File: config.mk
export PLATFORM = sky130hd
export DESIGN_NAME = ctrl_decode_pipe
export DESIGN_NICKNAME = d
export VERILOG_FILES = /design/src/rtl/ctrl_decode_pipe.sv
export SDC_FILE = /design/constraint.sdc
export NUM_CORES = 1
export LEC_CHECK = 0
export ABC_CLOCK_PERIOD_IN_PS = 2100
export CAP_MARGIN = 0
export CORE_UTILIZATION = 41
export DETAILED_ROUTE_END_ITERATION = 8
export GPL_TIMING_DRIVEN = 0
export HOLD_SLACK_MARGIN = 0.05
export PLACE_DENSITY = 0.8
export SYNTH_ARGS = -nofsm -noshare
export SYNTH_HDL_FRONTEND = slang
export SYNTH_SLANG_ARGS = --single-unit
File: constraint.sdc
create_clock -name clk -period 2.1 [get_ports clk]
set_clock_uncertainty 0.05 [all_clocks]
set_input_delay 0.525 -clock clk [delete_from_list [all_inputs] [get_ports clk]]
set_output_delay 0.525 -clock clk [all_outputs]
set_load 0.01 [all_outputs]
File: src/rtl/ctrl_decode_pipe.sv
// rtl/ctrl_decode_pipe.sv - registered MIPS main decoder with ID/EX register, M-stage delay chain and load-use interlock
// Optional feature macro: DECODE_ILLEGAL_TRAP_EN (adds IllegalE output)
module ctrl_decode_pipe #(
   parameter int ALU_OP_W = 4,
   parameter int M_DELAY  = 1,
   parameter int LU_INTLK = 1
) (
   input  logic                clk,
   input  logic                rst_n,
   input  logic [31:0]         InstrD,
   input  logic                ValidD,
   output logic                ReadyD,
   input  logic                StallE,
   input  logic                FlushE,
   output logic                LoadUseStall,
   output logic                ValidE,
   output logic                SignOrZeroE,
   output logic                RegDstE,
   output logic [1:0]          ALUSrcE,
   output logic [ALU_OP_W-1:0] ALUCtrlE,
   output logic                BranchE,
   output logic [2:0]          BrCondE,
   output logic [4:0]          RsE,
   output logic [4:0]          RtE,
   output logic [4:0]          RdE,
`ifdef DECODE_ILLEGAL_TRAP_EN
   output logic                IllegalE,
`endif
   output logic                ValidM,
   output logic                RegWriteM,
   output logic                MemWriteM,
   output logic                MemToRegM,
   output logic                JumpM,
   output logic                JALValM,
   output logic                JALDstM,
   output logic [1:0]          MaskOpM,
   output logic                LoadSignedM
);

   localparam logic [ALU_OP_W-1:0] ALU_ADD  = ALU_OP_W'(0);
   localparam logic [ALU_OP_W-1:0] ALU_SUB  = ALU_OP_W'(1);
   localparam logic [ALU_OP_W-1:0] ALU_AND  = ALU_OP_W'(2);
   localparam logic [ALU_OP_W-1:0] ALU_OR   = ALU_OP_W'(3);
   localparam logic [ALU_OP_W-1:0] ALU_XOR  = ALU_OP_W'(4);
   localparam logic [ALU_OP_W-1:0] ALU_NOR  = ALU_OP_W'(5);
   localparam logic [ALU_OP_W-1:0] ALU_SLT  = ALU_OP_W'(6);
   localparam logic [ALU_OP_W-1:0] ALU_SLTU = ALU_OP_W'(7);
   localparam logic [ALU_OP_W-1:0] ALU_SLL  = ALU_OP_W'(8);
   localparam logic [ALU_OP_W-1:0] ALU_SRL  = ALU_OP_W'(9);
   localparam logic [ALU_OP_W-1:0] ALU_SRA  = ALU_OP_W'(10);

   localparam logic [1:0] SRC_REG   = 2'b00;
   localparam logic [1:0] SRC_IMM   = 2'b01;
   localparam logic [1:0] SRC_LUI   = 2'b10;
   localparam logic [1:0] SRC_SHAMT = 2'b11;

   localparam logic [1:0] MASK_WORD = 2'b00;
   localparam logic [1:0] MASK_BYTE = 2'b01;
   localparam logic [1:0] MASK_HALF = 2'b10;

   typedef struct packed {
      logic       valid;
      logic       regWrite;
      logic       memWrite;
      logic       memToReg;
      logic       jump;
      logic       jalVal;
      logic       jalDst;
      logic [1:0] maskOp;
      logic       loadSigned;
   } mCtl_t;

   typedef struct packed {
      logic                valid;
      logic                signOrZero;
      logic                regDst;
      logic [1:0]          aluSrc;
      logic [ALU_OP_W-1:0] aluCtrl;
      logic                branch;
      logic [2:0]          brCond;
      logic [4:0]          rs;
      logic [4:0]          rt;
      logic [4:0]          rd;
      mCtl_t               m;
   } eCtl_t;

   logic [5:0] opcode;
   logic [5:0] funct;
   logic       legal;
   logic       readsRt;
   logic       accept;
   logic       luHit;
   logic       unusedShamt;
   eCtl_t      dec;
   eCtl_t      decWord;
   eCtl_t      eReg;
   mCtl_t      mChain [M_DELAY];
   logic       illegalNext;
   logic       illegalReg;

   assign opcode      = InstrD[31:26];
   assign funct       = InstrD[5:0];
   assign unusedShamt = ^InstrD[10:6];

   always_comb begin
      dec   = '0;
      legal = 1'b1;
      case (opcode)
         6'h00: begin
            dec.regDst     = 1'b1;
            dec.m.regWrite = 1'b1;
            case (funct)
               6'h00: begin dec.aluSrc = SRC_SHAMT; dec.aluCtrl = ALU_SLL; end
               6'h02: begin dec.aluSrc = SRC_SHAMT; dec.aluCtrl = ALU_SRL; end
               6'h03: begin dec.aluSrc = SRC_SHAMT; dec.aluCtrl = ALU_SRA; end
               6'h04: dec.aluCtrl = ALU_SLL;
               6'h06: dec.aluCtrl = ALU_SRL;
               6'h07: dec.aluCtrl = ALU_SRA;
               6'h08: begin dec.m.regWrite = 1'b0; dec.m.jump = 1'b1; end
               6'h09: begin dec.m.jump = 1'b1; dec.m.jalVal = 1'b1; end
               6'h20, 6'h21: dec.aluCtrl = ALU_ADD;
               6'h22, 6'h23: dec.aluCtrl = ALU_SUB;
               6'h24: dec.aluCtrl = ALU_AND;
               6'h25: dec.aluCtrl = ALU_OR;
               6'h26: dec.aluCtrl = ALU_XOR;
               6'h27: dec.aluCtrl = ALU_NOR;
               6'h2A: dec.aluCtrl = ALU_SLT;
               6'h2B: dec.aluCtrl = ALU_SLTU;
               default: legal = 1'b0;
            endcase
         end
         // REGIMM: rt[0] picks BGEZ over BLTZ
         6'h01: begin
            dec.branch     = 1'b1;
            dec.signOrZero = 1'b1;
            dec.aluCtrl    = ALU_SUB;
            dec.brCond     = InstrD[16] ? 3'd5 : 3'd4;
         end
         6'h02: dec.m.jump = 1'b1;
         6'h03: begin
            dec.m.jump     = 1'b1;
            dec.m.jalVal   = 1'b1;
            dec.m.jalDst   = 1'b1;
            dec.m.regWrite = 1'b1;
         end
         6'h04, 6'h05, 6'h06, 6'h07: begin
            dec.branch     = 1'b1;
            dec.signOrZero = 1'b1;
            dec.aluCtrl    = ALU_SUB;
            dec.brCond     = {1'b0, opcode[1:0]};
         end
         6'h08, 6'h09, 6'h0A, 6'h0B, 6'h0C, 6'h0D, 6'h0E, 6'h0F: begin
            dec.aluSrc     = SRC_IMM;
            dec.m.regWrite = 1'b1;
            dec.signOrZero = !opcode[2];
            case (opcode[2:0])
               3'd0, 3'd1: dec.aluCtrl = ALU_ADD;
               3'd2:       dec.aluCtrl = ALU_SLT;
               3'd3:       dec.aluCtrl = ALU_SLTU;
               3'd4:       dec.aluCtrl = ALU_AND;
               3'd5:       dec.aluCtrl = ALU_OR;
               3'd6:       dec.aluCtrl = ALU_XOR;
               default: begin dec.aluSrc = SRC_LUI; dec.aluCtrl = ALU_ADD; end
            endcase
         end
         6'h20, 6'h21, 6'h23, 6'h24, 6'h25: begin
            dec.aluSrc       = SRC_IMM;
            dec.signOrZero   = 1'b1;
            dec.aluCtrl      = ALU_ADD;
            dec.m.regWrite   = 1'b1;
            dec.m.memToReg   = 1'b1;
            dec.m.loadSigned = !opcode[2];
            case (opcode[1:0])
               2'd0:    dec.m.maskOp = MASK_BYTE;
               2'd1:    dec.m.maskOp = MASK_HALF;
               default: dec.m.maskOp = MASK_WORD;
            endcase
         end
         6'h28, 6'h29, 6'h2B: begin
            dec.aluSrc     = SRC_IMM;
            dec.signOrZero = 1'b1;
            dec.aluCtrl    = ALU_ADD;
            dec.m.memWrite = 1'b1;
            case (opcode[1:0])
               2'd0:    dec.m.maskOp = MASK_BYTE;
               2'd1:    dec.m.maskOp = MASK_HALF;
               default: dec.m.maskOp = MASK_WORD;
            endcase
         end
         default: legal = 1'b0;
      endcase
      dec.valid   = 1'b1;
      dec.m.valid = 1'b1;
      dec.rs      = InstrD[25:21];
      dec.rt      = InstrD[20:16];
      dec.rd      = InstrD[15:11];
   end

   always_comb begin
      decWord     = dec;
      illegalNext = 1'b0;
      if (!legal) begin
`ifdef DECODE_ILLEGAL_TRAP_EN
         decWord     = '0;
         illegalNext = 1'b1;
`else
         decWord         = '0;
         decWord.valid   = 1'b1;
         decWord.m.valid = 1'b1;
`endif
      end
   end

   assign readsRt = (opcode == 6'h00) || (opcode == 6'h04) || (opcode == 6'h05) ||
                    (opcode == 6'h28) || (opcode == 6'h29) || (opcode == 6'h2B);

   assign luHit = eReg.valid && eReg.m.memToReg && (eReg.rt != 5'd0) && ValidD &&
                  ((eReg.rt == InstrD[25:21]) || ((eReg.rt == InstrD[20:16]) && readsRt));

   assign LoadUseStall = (LU_INTLK != 0) && luHit;
   assign ReadyD       = !StallE && !LoadUseStall;
   assign accept       = ValidD && ReadyD;

   // Flush wins over stall and accept; a non-accepting cycle inserts a bubble
   always_ff @(posedge clk or negedge rst_n) begin
      if (!rst_n) begin
         eReg       <= '0;
         illegalReg <= 1'b0;
      end else if (FlushE) begin
         eReg       <= '0;
         illegalReg <= 1'b0;
      end else if (!StallE) begin
         eReg       <= accept ? decWord : '0;
         illegalReg <= accept && illegalNext;
      end
   end

   always_ff @(posedge clk or negedge rst_n) begin
      if (!rst_n) begin
         for (int i = 0; i < M_DELAY; i++) mChain[i] <= '0;
      end else if (!StallE) begin
         mChain[0] <= eReg.m;
         for (int i = 1; i < M_DELAY; i++) mChain[i] <= mChain[i-1];
      end
   end

   assign ValidE      = eReg.valid;
   assign SignOrZeroE = eReg.signOrZero;
   assign RegDstE     = eReg.regDst;
   assign ALUSrcE     = eReg.aluSrc;
   assign ALUCtrlE    = eReg.aluCtrl;
   assign BranchE     = eReg.branch;
   assign BrCondE     = eReg.brCond;
   assign RsE         = eReg.rs;
   assign RtE         = eReg.rt;
   assign RdE         = eReg.rd;

`ifdef DECODE_ILLEGAL_TRAP_EN
   assign IllegalE = illegalReg;
`else
   logic unusedIllegal;
   assign unusedIllegal = illegalReg;
`endif

   assign ValidM      = mChain[M_DELAY-1].valid;
   assign RegWriteM   = mChain[M_DELAY-1].regWrite;
   assign MemWriteM   = mChain[M_DELAY-1].memWrite;
   assign MemToRegM   = mChain[M_DELAY-1].memToReg;
   assign JumpM       = mChain[M_DELAY-1].jump;
   assign JALValM     = mChain[M_DELAY-1].jalVal;
   assign JALDstM     = mChain[M_DELAY-1].jalDst;
   assign MaskOpM     = mChain[M_DELAY-1].maskOp;
   assign LoadSignedM = mChain[M_DELAY-1].loadSigned;

endmodule

==> flow_summary.ini <==
[global_route]
busiest_layer = met2
antenna_found_initial = 0
grt.met2_usage = 0.3450
grt_util_met3 = 0.04222
grt.overflow.total = 0
grt_pass1_vias = 2165
grt_use_met1 = 0.2607
grt_pass1_wl_um = 10250
grt_max_degree = 25
grtUsageTotal = 0.2049

[critical_path]
crit_family = simple AND/OR/NAND/NOR gates
critPathKind = reg2out
crit_path_max_incr_delay_ns = 0.45
startpoint = RtE[2]$_DFFE_PN0P_
crit_path_top_delay_cell = dfrtp_2
worst-path-buf-inv = 1
required_ns = 1.52
path_cells = xor2_1 -> nor4_1 -> nand4_1 -> nand2_1 -> nor2_1 -> buf_2
end_kind = primary output
rr_startpoint = RtE[2]$_DFFE_PN0P_
crit_arrival_ns = 1.82
worstPathMaxFanout = 4
setup.worst_path.start_class = flip-flop

[job]
drv_cap = 0

[finish]
fin_nets = 365
layout-drive-gt1-share = 0.2705
stdcell_area_um2 = 3667
synthToLayoutAreaGrowth_pct = 41.39
n_antenna_cell = 0

[power]
power.leakage_nw = 1.710
peakVddDrop_v = 0.0002191
power_density_nw_per_um2 = 489.3
p_total_w = 0.001794

[yosys]
netlist_instances = 238
syn_area_per_cell_um2 = 10.90
synthArstFlopShare = 1.000
syn-cell-area_um2 = 2594
synthFlopType = dfrtp_1
synth_edf_count = 0
ys_seq_area_frac = 0.4534
synth.distinct_cells = 48
syn-num-nets = 275
ys_warn_count = 0
ys_ff_latch = 47

[placement]
dpl_cell_area_um2 = 3391
post-dp-hpwl_um = 4614
io_buffer_count = 68
globalplace.congestion = 0.8693

[status]
violations = negative setup slack
status = finished, violations left

[sta]
max_freq_mhz = 418.1
hold_viol = 0
drv_slew = 0
setup_ws_ns = -0.2916
fin_crit_ns = 2.392
slew_headroom = 0.6062
rsz0062_at_grt = true
worst_slew_pin_slew_ns = 0.5907
fin_crit_sh = 1.139
setup_viol = 34

[clock_network]
cts_tree = built
cts_inserted_buffers = 5
clkLatencyLatePin_ns = 0.30
cts_buffer_depth = 2
cts.sinks = 47
cts.htree.levels = 2
cts-root-buf = clkbuf_8
clk_pin_slew_ns = 0.09

[routing]
postRouteAntennaNets = 0
drt_iter0_drc = 115
drt-pass1-iter-count = 4
routed_wl_um = 6644
viasPerCell = 5.582
drc = 0
wire_per_inst_um = 16.45
vias = 2255

[floorplanning]
ios = 77
num_rows = 28
core_area_um2 = 6026
fp.dieH_um = 81.54
dieArea_um2 = 6648
initial_utilization = 0.4304
die_x_um = 81.54

[worst_hold_path]
hold_path.class = in2async
[worst paths after layout]
check	end	slack, ns	cells past startpoint
min	ValidM$_DFFE_PN0N_	0.17	1
max in group asynchronous	RtE[1]$_DFFE_PN0P_	1.30	2
min in group clk	RsE[2]$_DFFE_PN0P_	0.45	1
max reg2reg	BrCondE[0]$_DFFE_PN0P_	-0.11	8
min reg2reg	RsE[2]$_DFFE_PN0P_	0.45	1
max	ReadyD	-0.29	6
[kinds of logic after synthesis]
kind of cell,count (synthesis),synth area share
simple gates,57,0.1235
flops,47,0.4534
compound gates,66,0.2200
buf+inv,45,0.1153
xor+xnor,12,0.04052
mux,11,0.04728
[per-layer routing]
metal	part of all wire	vias up	wire, um
met5	0	-	0
met4	0.015	0	99
met3	0.071	12	475
met2	0.48	86	3185
met1	0.43	1110	2882
li1	-	1047	-
[area by class of cell]
type                    count  area, um2
plain buffers              43      326.6
clock buffers               5      68.82
clock inverters             3      15.01
fillers                   510       2359
inverters                   2      7.507
multi-input cells         146       1132
flip-flops and latches     47       1180
well taps                  75      93.84
repair buffers             83      843.3
[cells in the mapped netlist, drive strengths merged (6+ instances only)]
cell	instances	area, um2
xor2	9	78.83
buf	35	261.5
a22o	10	87.58
nand2	11	41.29
o21ai	6	30.02
clkbuf	8	30.03
nor3	6	30.03
dfrtp	47	1176
nor2	12	45.04
mux2	10	112.6
a32o	28	280.3
[cells in the final DEF (no fill, tap or decap), types with 4 or more instances in the layout]
cell | synthesis | final
a22o_1 | 10 | 10
clkdlybuf4s50_1 | 0 | 51
buf_2 | 2 | 6
clkbuf_2 | 0 | 4
buf_4 | 26 | 35
mux2_2 | 10 | 10
clkbuf_8 | 0 | 5
dfrtp_1 | 47 | 44
o21ai_0 | 5 | 5
nor2_1 | 12 | 11
dlygate4sd2_1 | 0 | 7
nor2b_1 | 5 | 5
a32o_1 | 28 | 28
nand2_1 | 11 | 11
clkbuf_1 | 8 | 5
a21oi_1 | 5 | 4
xor2_1 | 9 | 9
nand2b_1 | 4 | 4
nor3_1 | 6 | 5
a21o_1 | 4 | 4
[sequential cells by signal (all words and copies together) (netlist names), 2 cells and up]
register,flops
RdE,5
RtE,5
BrCondE,3
MaskOpM,2
eReg,9
ALUCtrlE,4
ALUSrcE,2
RsE,5
[timing repair]
action / CTS / global route
cloned: 2 / 2
pin swaps: 9 / 14
resized for setup: 42 / 13
endpoints found under the setup margin: 39 / 39
setup buffers: 8 / 3
hold buffers: 0 / 0
[power breakdown]
part | switching [W] | internal, W | leakage (nW)
combinational | 0.000168 | 0.000165 | 1.01
clock | 0.000306 | 0.000228 | 0.0477
sequential | 0.0000100 | 0.000917 | 0.648
[through the flow]
step | hold WS (ns) | cells | TNS [ns] | setup WS (ns) | util
global placement | 0.4227 | 381 | -58.31 | -0.9316 | 0.5590
global route | 0.2025 | 404 | -3.870 | -0.3492 | 0.6086
floorplan | 0.1794 | 238 | 0 | 0.1678 | -
detailed placement | 0.4326 | 382 | -22.55 | -0.9619 | 0.5627
finish | 0.1655 | 404 | -2.833 | -0.2916 | 0.6086
CTS | 0.1706 | 400 | -0.2992 | -0.1770 | 0.5924
[worst reg2reg max path, cell delays in order (launching register included)]
cell and delay, ns:
dfrtp_2 0.45, xor2_1 0.16, nor4_1 0.37, nand4_1 0.20
buf_4 0.18, and4_4 0.17, buf_12 0.15, clkbuf_16 0.16
a32o_1 0.21
(Power assumes the default switching activity.)
